### src/rtl/uart_pkg.sv
// uart_pkg: shared types and helpers for the UART transmit framer (BREAK states exist only with UART_TX_BREAK_EN)
package uart_pkg;
  localparam int MAX_DATA_W = 9;
  typedef enum logic [1:0] {PAR_NONE, PAR_EVEN, PAR_ODD, PAR_RSVD} parity_e;
  typedef enum logic [2:0] {
    IDLE,
    START,
    DATA,
    PARITY,
`ifdef UART_TX_BREAK_EN
    BREAK,
    BRK_STOP,
`endif
    STOP
  } tx_state_e;
  function automatic int frame_len(int data_w, parity_e parity, logic stop2);
    return 1 + data_w + ((parity == PAR_EVEN || parity == PAR_ODD) ? 1 : 0) + (stop2 ? 2 : 1);
  endfunction
endpackage

### src/rtl/uart_tx_hold.sv
// uart_tx_hold: one-entry holding buffer; an empty buffer lets a word bypass straight into the shifter
module uart_tx_hold
  import uart_pkg::*;
#(
  parameter int DATA_W = 8
) (
  input  logic              clk,
  input  logic              rst,
  input  logic              valid,
  input  logic              block,
  input  logic              load,
  input  logic [DATA_W-1:0] data,
  output logic              ready,
  output logic              avail,
  output logic [DATA_W-1:0] word
);
  logic              full;
  logic              accept;
  logic [DATA_W-1:0] hold_q;
  always_comb begin
    ready = !full && !block;
    accept = valid && ready;
    avail = full || accept;
    word = full ? hold_q : data;
  end
  always_ff @(posedge clk)
    if (rst) full <= 1'b0;
    else full <= full ? !load : accept && !load;
  always_ff @(posedge clk)
    if (accept) hold_q <= data;
endmodule

### src/rtl/uart_tx_framer.sv
// uart_tx_framer: start/data/parity/stop serialiser with a one-word holding buffer; UART_TX_BREAK_EN adds send_break
module uart_tx_framer
  import uart_pkg::*;
#(
  parameter int         DATA_W         = 8,
  parameter logic [1:0] DEFAULT_PARITY = 2'b00,
  parameter logic       DEFAULT_STOP2  = 1'b0
) (
  input  logic              baud_clk,
  input  logic              rst,
  input  logic              tx_valid,
  output logic              tx_ready,
  input  logic [DATA_W-1:0] tx_data,
  input  logic              cfg_override,
  input  logic [1:0]        cfg_parity,
  input  logic              cfg_stop2,
`ifdef UART_TX_BREAK_EN
  input  logic              send_break,
`endif
  output logic              active_flag,
  output logic              done_flag,
  output logic              data_tx
);
  localparam logic [3:0] LAST_BIT = 4'(DATA_W - 1);
  localparam logic [3:0] BRK_LAST = 4'(DATA_W + 1);
  tx_state_e         state, state_d;
  parity_e           mode;
  logic [3:0]        cnt;
  logic [DATA_W-1:0] shift_q, word;
  logic              par_q, par_en_q, stop2_q;
  logic              load, avail, block, last_stop, brk_done;
  uart_tx_hold #(.DATA_W(DATA_W)) u_hold (
    .clk  (baud_clk),
    .rst  (rst),
    .valid(tx_valid),
    .block(block),
    .load (load),
    .data (tx_data),
    .ready(tx_ready),
    .avail(avail),
    .word (word)
  );
`ifdef UART_TX_BREAK_EN
  assign block = state == BREAK;
  assign brk_done = state == BRK_STOP;
`else
  assign block = 1'b0;
  assign brk_done = 1'b0;
`endif
  always_comb begin
    mode = parity_e'(cfg_override ? cfg_parity : DEFAULT_PARITY);
    last_stop = state == STOP && (!stop2_q || cnt == 4'd1);
    state_d = state;
    load = 1'b0;
    case (state)
`ifdef UART_TX_BREAK_EN
      IDLE: begin
        load = avail && !send_break;
        state_d = send_break ? BREAK : avail ? START : IDLE;
      end
      BREAK: state_d = (cnt >= BRK_LAST && !send_break) ? BRK_STOP : BREAK;
      BRK_STOP: state_d = IDLE;
`else
      IDLE: begin
        load = avail;
        state_d = avail ? START : IDLE;
      end
`endif
      START: state_d = DATA;
      DATA: state_d = cnt == LAST_BIT ? (par_en_q ? PARITY : STOP) : DATA;
      PARITY: state_d = STOP;
      STOP: if (last_stop) begin
        // the next word, buffered or arriving now, starts without an idle gap
        load = avail;
        state_d = avail ? START : IDLE;
      end
      default: state_d = IDLE;
    endcase
    data_tx = (state == START || block) ? 1'b0 : state == DATA ? shift_q[0] : state == PARITY ? par_q : 1'b1;
    active_flag = state != IDLE;
    done_flag = last_stop || brk_done;
  end
  always_ff @(posedge baud_clk)
    if (rst) begin
      state <= IDLE;
      cnt <= '0;
      shift_q <= '0;
      par_q <= 1'b0;
      par_en_q <= 1'b0;
      stop2_q <= 1'b0;
    end else begin
      state <= state_d;
      cnt <= state_d != state ? '0 : cnt == 4'hf ? cnt : cnt + 4'd1;
      if (load) begin
        shift_q <= word;
        par_q <= ^word ^ (mode == PAR_ODD);
        par_en_q <= mode == PAR_EVEN || mode == PAR_ODD;
        stop2_q <= cfg_override ? cfg_stop2 : DEFAULT_STOP2;
      end else if (state == DATA) shift_q <= shift_q >> 1;
    end
endmodule

### config.mk
export PLATFORM = sky130hd
export DESIGN_NAME = uart_tx_framer
export DESIGN_NICKNAME = d
export VERILOG_FILES = /design/src/rtl/uart_pkg.sv /design/src/rtl/uart_tx_hold.sv /design/src/rtl/uart_tx_framer.sv
export SDC_FILE = /design/constraint.sdc
export NUM_CORES = 1
export LEC_CHECK = 0
export ABC_AREA = 1
export ABC_CLOCK_PERIOD_IN_PS = 2100
export CORE_MARGIN = 3
export CORE_UTILIZATION = 55
export CTS_BUF_LIST = sky130_fd_sc_hd__clkbuf_4
export CTS_CLUSTER_SIZE = 25
export DETAILED_ROUTE_END_ITERATION = 10
export PLACE_DENSITY = 0.86
export SKIP_CTS_REPAIR_TIMING = 1
export SLEW_MARGIN = 40
export SYNTH_ARGS = -nofsm -noshare
export SYNTH_HDL_FRONTEND = slang
export SYNTH_SLANG_ARGS = --single-unit
### constraint.sdc
create_clock -name baud_clk -period 2.1 [get_ports baud_clk]
set_input_delay 0.42 -clock baud_clk [delete_from_list [all_inputs] [get_ports baud_clk]]
set_output_delay 0.42 -clock baud_clk [all_outputs]
set_load 0.02 [all_outputs]
==> results of run 1 <==
-- sequential cells by signal, indices dropped and copies added, names as in the netlist --
| name | cells |
|---|---|
| u_hold.full | 1 |
| shift_q | 8 |
| stop2_q | 1 |
| u_hold.hold_q | 8 |
| state | 3 |
| par_q | 1 |
| cnt | 4 |
| par_en_q | 1 |
-- critical path: cells and delay by family (launching register included) --
kind | cells | cell delay [ns]
simple gates | 3 | 0.30
buf+inv | 3 | 0.36
compound gates | 1 | 0.11
flops | 1 | 0.35
-- layer usage --
metal  up-vias  global-route usage [%]  wire length (um)
li1        711                       -                 -
met1       609                    24.6              1340
met2        20                    30.5              1310
met3         7                    5.26                76
met4         0                    5.30                36
met5         -                       0                 0
-- cell usage after synthesis --
cell type / number
a211oi_1: 1
xor2_1: 1
inv_2: 3
a21oi_1: 7
buf_2: 1
buf_8: 1
clkbuf_1: 1
a21oi_2: 1
dfxtp_1: 19
ha_1: 3
buf_6: 3
o211ai_1: 1
a211oi_2: 1
inv_1: 23
nand4_1: 1
inv_4: 1
a31oi_1: 10
o21ai_0: 6
nand3_1: 7
a21oi_4: 1
o21bai_1: 1
nand2_2: 5
o21ai_2: 2
nand2_1: 83
edfxtp_1: 8
mux2i_1: 1
nor2_2: 3
nor2_1: 13
nor3_1: 2
-- worst max-delay path by stage --
stage | from | depth (start not counted) | to
2_1_floorplan | state[1]$_SDFF_PP0_ | 7 | data_tx
3_3_place_gp | state[1]$_SDFF_PP0_ | 7 | data_tx
3_5_place_dp | state[1]$_SDFF_PP0_ | 7 | data_tx
4_1_cts | state[1]$_SDFF_PP0_ | 7 | data_tx
5_1_grt | cnt[0]$_SDFFE_PP0P_ | 10 | cnt[3]$_SDFFE_PP0P_
6_report | state[1]$_SDFF_PP0_ | 7 | data_tx
-- area by class of cell --
type,instances,area [um^2],area share [%]
inverter,27,104,5.99
sequential,27,621,35.8
multi-input combinational,150,723,41.7
clock buffer,4,30.0,1.73
tap,30,37.5,2.17
timing repair buffer,22,218,12.6
-- power by group through the flow --
| stage | Combinational, mW | Sequential [mW] | Clock (mW) |
|---|---|---|---|
| floorplan | 0.216 | 0.613 | 0 |
| global placement | 0.284 | 0.618 | 0 |
| detailed placement | 0.291 | 0.619 | 0 |
| CTS | 0.293 | 0.608 | 0.244 |
| global route | 0.329 | 0.614 | 0.259 |
| finish | 0.287 | 0.608 | 0.234 |
-- cell families (layout without fill, tap and decap cells) --
kind of cell	Yosys count	count (layout)	share of synthesized area, %
fa+ha+maj	3	3	2.49
buf+inv	33	53	10.7
simple gates	114	114	30.7
compound gates	31	31	13.6
flops	27	27	41.2
mux	1	1	0.665
xor+xnor	1	1	0.582
==> flow_summary.yaml, run 1 <==
pwr:
  combPwrFrac_pct: 25.4
  power.share.clock_pct: 20.7
  finalPower_mw: 1.13
  p_per_area_nw_per_um2: 652
  p_int_uw: 786
  switching_share_pct: 30.4
  leakagePower_nw: 0.836
  seqPwrFrac_pct: 53.9
  switchingPower_uw: 344
  peakVddDrop_uv: 491
worst_setup_path:
  slowest_delay_ns: 0.35
  rr_worst_depth: 10
  worst-r2r-setup-slack_ns: 0.28
  cp_data_required_time_ns: 1.68
  timing.rr.end: "cnt[0]$_SDFFE_PP0P_"
  critPathKind: "flop to output pin"
  worst_setup_path_end_kind: "output pin"
  cp_cell_sequence: "inv_1, nor2_1, inv_1, nor2_1, nand2_1, a21oi_1, dlymetal6s2s_1"
  cp_max_fo: 4
  r2r-start: "cnt[0]$_SDFFE_PP0P_"
  crit_path_start_kind: "flop"
  cp_slowest_cell: "dfxtp_1"
  cp.arrival_ns: 1.46
status:
  status: "completed"
cts:
  cts_sinks: 27
  h-tree-depth: 1
  cts_buffers: 3
  cts.clk_slew.worst_paths_ns: 0.13
  cts.path.max_buffers: 2
  cts_tree: "yes"
  clk_latency_ns: 0.32
  cts_root_buf: "clkbuf_4"
synthesis:
  syn-cell-area_um2: 1510
  synth_top_cell_by_area: "dfxtp_1"
  synthTopCellsByArea: "dfxtp_1, nand2_1, edfxtp_1"
  syn_area_per_cell_um2: 7.17
  synth.distinct_cells: 29
  synth_seq_cells: 27
  synthCells: 210
  syn-num-nets: 228
  yosys.area.top_type_share_pct: 25.3
  ys_warn_count: 0
  seq_area_frac_synth_pct: 41.2
layout:
  final_common_cell: "nand2_1"
  final_util_pct: 68.1
  area_growth_pct: 15.1
  antenna_cells: 0
  fillCellCount: 214
  design_area_um2: 1730
  stdcell_count: 260
  final_cell_mix: "nand2_1, inv_1, dfxtp_1"
  drive_above_1_share_pct: 10.9
  nets: 249
floorplan:
  initial_utilization_pct: 59.1
  core_um2: 2540
  rows: 18
  die_w_um: 58.3
  die_h_um: 58.3
  io_pins: 19
  die-area_um2: 3400
global_route:
  globalRouteTotalUtil_pct: 18.8
  grt_max_degree: 17
  grt_pass1_vias: 1193
  overflow: 0
  grt_pass1_wl_um: 4950
  antenna_found_initial: 0
sta:
  rsz0062_at_grt: "no"
  period_minus_slack_ns: 1.88
  layout_setup_ws_ns: 0.224
  holdWs_ns: 0.472
  setup-tns-final_ns: 0
  fin_worst_skew_ns: 0.000866
  max_freq_ghz: 0.533
  hold_violations: 0
  setup_viol: 0
  fin_crit_sh_pct: 89.3
  maxSlewHeadroom_pct: 71.6
  drv_slew: 0
  tightest_slew_ns: 0.425
detailed_routing:
  via_per_inst: 5.18
  drcViolationCount: 0
  drtIter0Drc: 62
  wl_um: 2770
  vias: 1347
  wl_per_cell_um: 10.7
  ant_nets: 0
  drt_first_pass_iters: 4
place:
  numPortBuffers: 18
  dpl_cell_area_um2: 1700
  place_ws_ns: 0.232
  gp_congestion: 0.794
  dp_hpwl_um: 2130
  dp_cells: 256
hold_path:
  hp-class: "flop to flop"
  min_from: "shift_q[7]$_SDFFE_PP0P_"
  min_to: "shift_q[7]$_SDFFE_PP0P_"
  worstHoldPathCells: 2
job:
  cap_violations: 0
No activity file was read; power rests on OpenSTA's default activity.
==> run 2, diff against run 1 <==
- SLEW_MARGIN: 40 -> 20
==> results of run 2 <==
Same layout as run 1: the final DEF is identical, and so are final timing and power.
==> patch (flow settings as in run 1) <==
`DATA_W` is set to 8 in 2 places; all go to 12.
--- a/src/rtl/uart_tx_hold.sv
+++ b/src/rtl/uart_tx_hold.sv
@@ -4,3 +4,3 @@
 #(
-  parameter int DATA_W = 8
+  parameter int DATA_W = 12
 ) (
--- a/src/rtl/uart_tx_framer.sv
+++ b/src/rtl/uart_tx_framer.sv
@@ -4,3 +4,3 @@
 #(
-  parameter int         DATA_W         = 8,
+  parameter int         DATA_W         = 12,
   parameter logic [1:0] DEFAULT_PARITY = 2'b00,
Interface: changed (resized tx_data); port bits go from 19 to 23. No check against the original RTL was run, so the function may have changed too.
==> patch against run 1 <==
  * Area after synthesis rose by 36%
  * Critical path type unchanged
  * Global-route usage rose by 1.1 points
  * Setup slack worse by 0.094 ns
  * Total power rose by 37%
  * Largest power group unchanged
  * Utilization shrank 0.26 points
  * Wire length up 43%
  * Sequential cell count is 8 higher
  * Final area rose by 35%
==> patch: results (changes against run 1) <==
Rel. slew slack 67.4% (-4.2 points); crit path to active_flag; Inverters, non-clock 41 (+52%); total power 1.54 mW (+37%); VDD IR max 0.475 mV (-3.1%); met3 wire length 184 um (+140%); r2r worst-path depth 9 (-1); Nets 346 (+39%); met2 usage 35.0% (+4.6 points); post-synthesis adder-cell area fraction 1.84% (-0.65 points); clk_buf instances 5 (+1); Post-Synth XOR/XNOR Area 0.429% (-0.15 points); layout cells sized above 1 11.4% (+0.52 points); Data buffer area share 11.4% (-1.2 points); worst r2r src cnt[1]$_SDFFE_PP0P_; clock skew 0.0227 ns (+0.0218 ns); routed length on met1 1.76 mm (+31%); number of global-route vias before repair 1635 (+37%); fillers 316 (+48%); worst reg2reg path endpoint shift_q[10]$_SDFFE_PP0P_; first-pass GRT wire length 6.79 mm (+37%); CP Max Fanout 6 (+2); DR iter-0 viols 111 (+79%); most frequent cells after synthesis 130 x nand2_1, 37 x inv_1, 23 x dfxtp_1; outcome completed; largest stage delay on the critical path 0.59 ns (+0.24 ns); biggest regs shift_q: 12 flops, u_hold.hold_q: 12 flops, cnt: 4 flops; Skew-Pair Late Insertion Delay 0.36 ns (+0.04 ns); met3 GRT Util 4.72% (-0.54 points); gpl congestion 0.810 (+2.0%); Yosys cell types 30 (+3.4%); I/O Buffers 22 (+4); number of enable flip-flop cells after synthesis 12 (+4); bufs w/o clock 27 (+23%)
-- patch: how the worst min path moves through the flow --
stage / start / to / slack [ns]
finish: shift_q[11]$_SDFFE_PP0P_ / shift_q[11]$_SDFFE_PP0P_ / 0.47
detailed placement: shift_q[11]$_SDFFE_PP0P_ / shift_q[11]$_SDFFE_PP0P_ / 0.46
global placement: shift_q[11]$_SDFFE_PP0P_ / shift_q[11]$_SDFFE_PP0P_ / 0.45
floorplan: shift_q[11]$_SDFFE_PP0P_ / shift_q[11]$_SDFFE_PP0P_ / 0.44
global route: shift_q[11]$_SDFFE_PP0P_ / shift_q[11]$_SDFFE_PP0P_ / 0.49
CTS: shift_q[11]$_SDFFE_PP0P_ / shift_q[11]$_SDFFE_PP0P_ / 0.48
-- patch: power by group through the flow --
| stage | Sequential, mW | Clock [mW] | Combinational (mW) |
|---|---|---|---|
| after floorplan | 0.796 | 0 | 0.286 |
| after global placement | 0.803 | 0 | 0.368 |
| after detailed placement | 0.805 | 0 | 0.379 |
| after CTS | 0.791 | 0.386 | 0.380 |
| after global routing | 0.800 | 0.417 | 0.434 |
| final | 0.792 | 0.375 | 0.377 |
-- patch: critical path, delay by kind of cell (launching register included) --
| family | cells | cell delay [ns] |
|---|---|---|
| buf+inv | 1 | 0.59 |
| simple gates | 2 | 0.15 |
| flops | 1 | 0.45 |
-- patch: through the flow --
stage | area, um^2 | setup slack [ns] | instances | util [%] | hold WS, ns
floorplan | 2040 | 0.621 | 300 | - | 0.439
global placement | 2270 | 0.170 | 363 | 65.9 | 0.451
detailed placement | 2270 | 0.110 | 363 | 65.9 | 0.462
CTS | 2320 | -0.238 | 371 | 67.5 | 0.477
global route | 2330 | 0.0177 | 371 | 67.8 | 0.491
finish | 2330 | 0.130 | 371 | 67.8 | 0.472
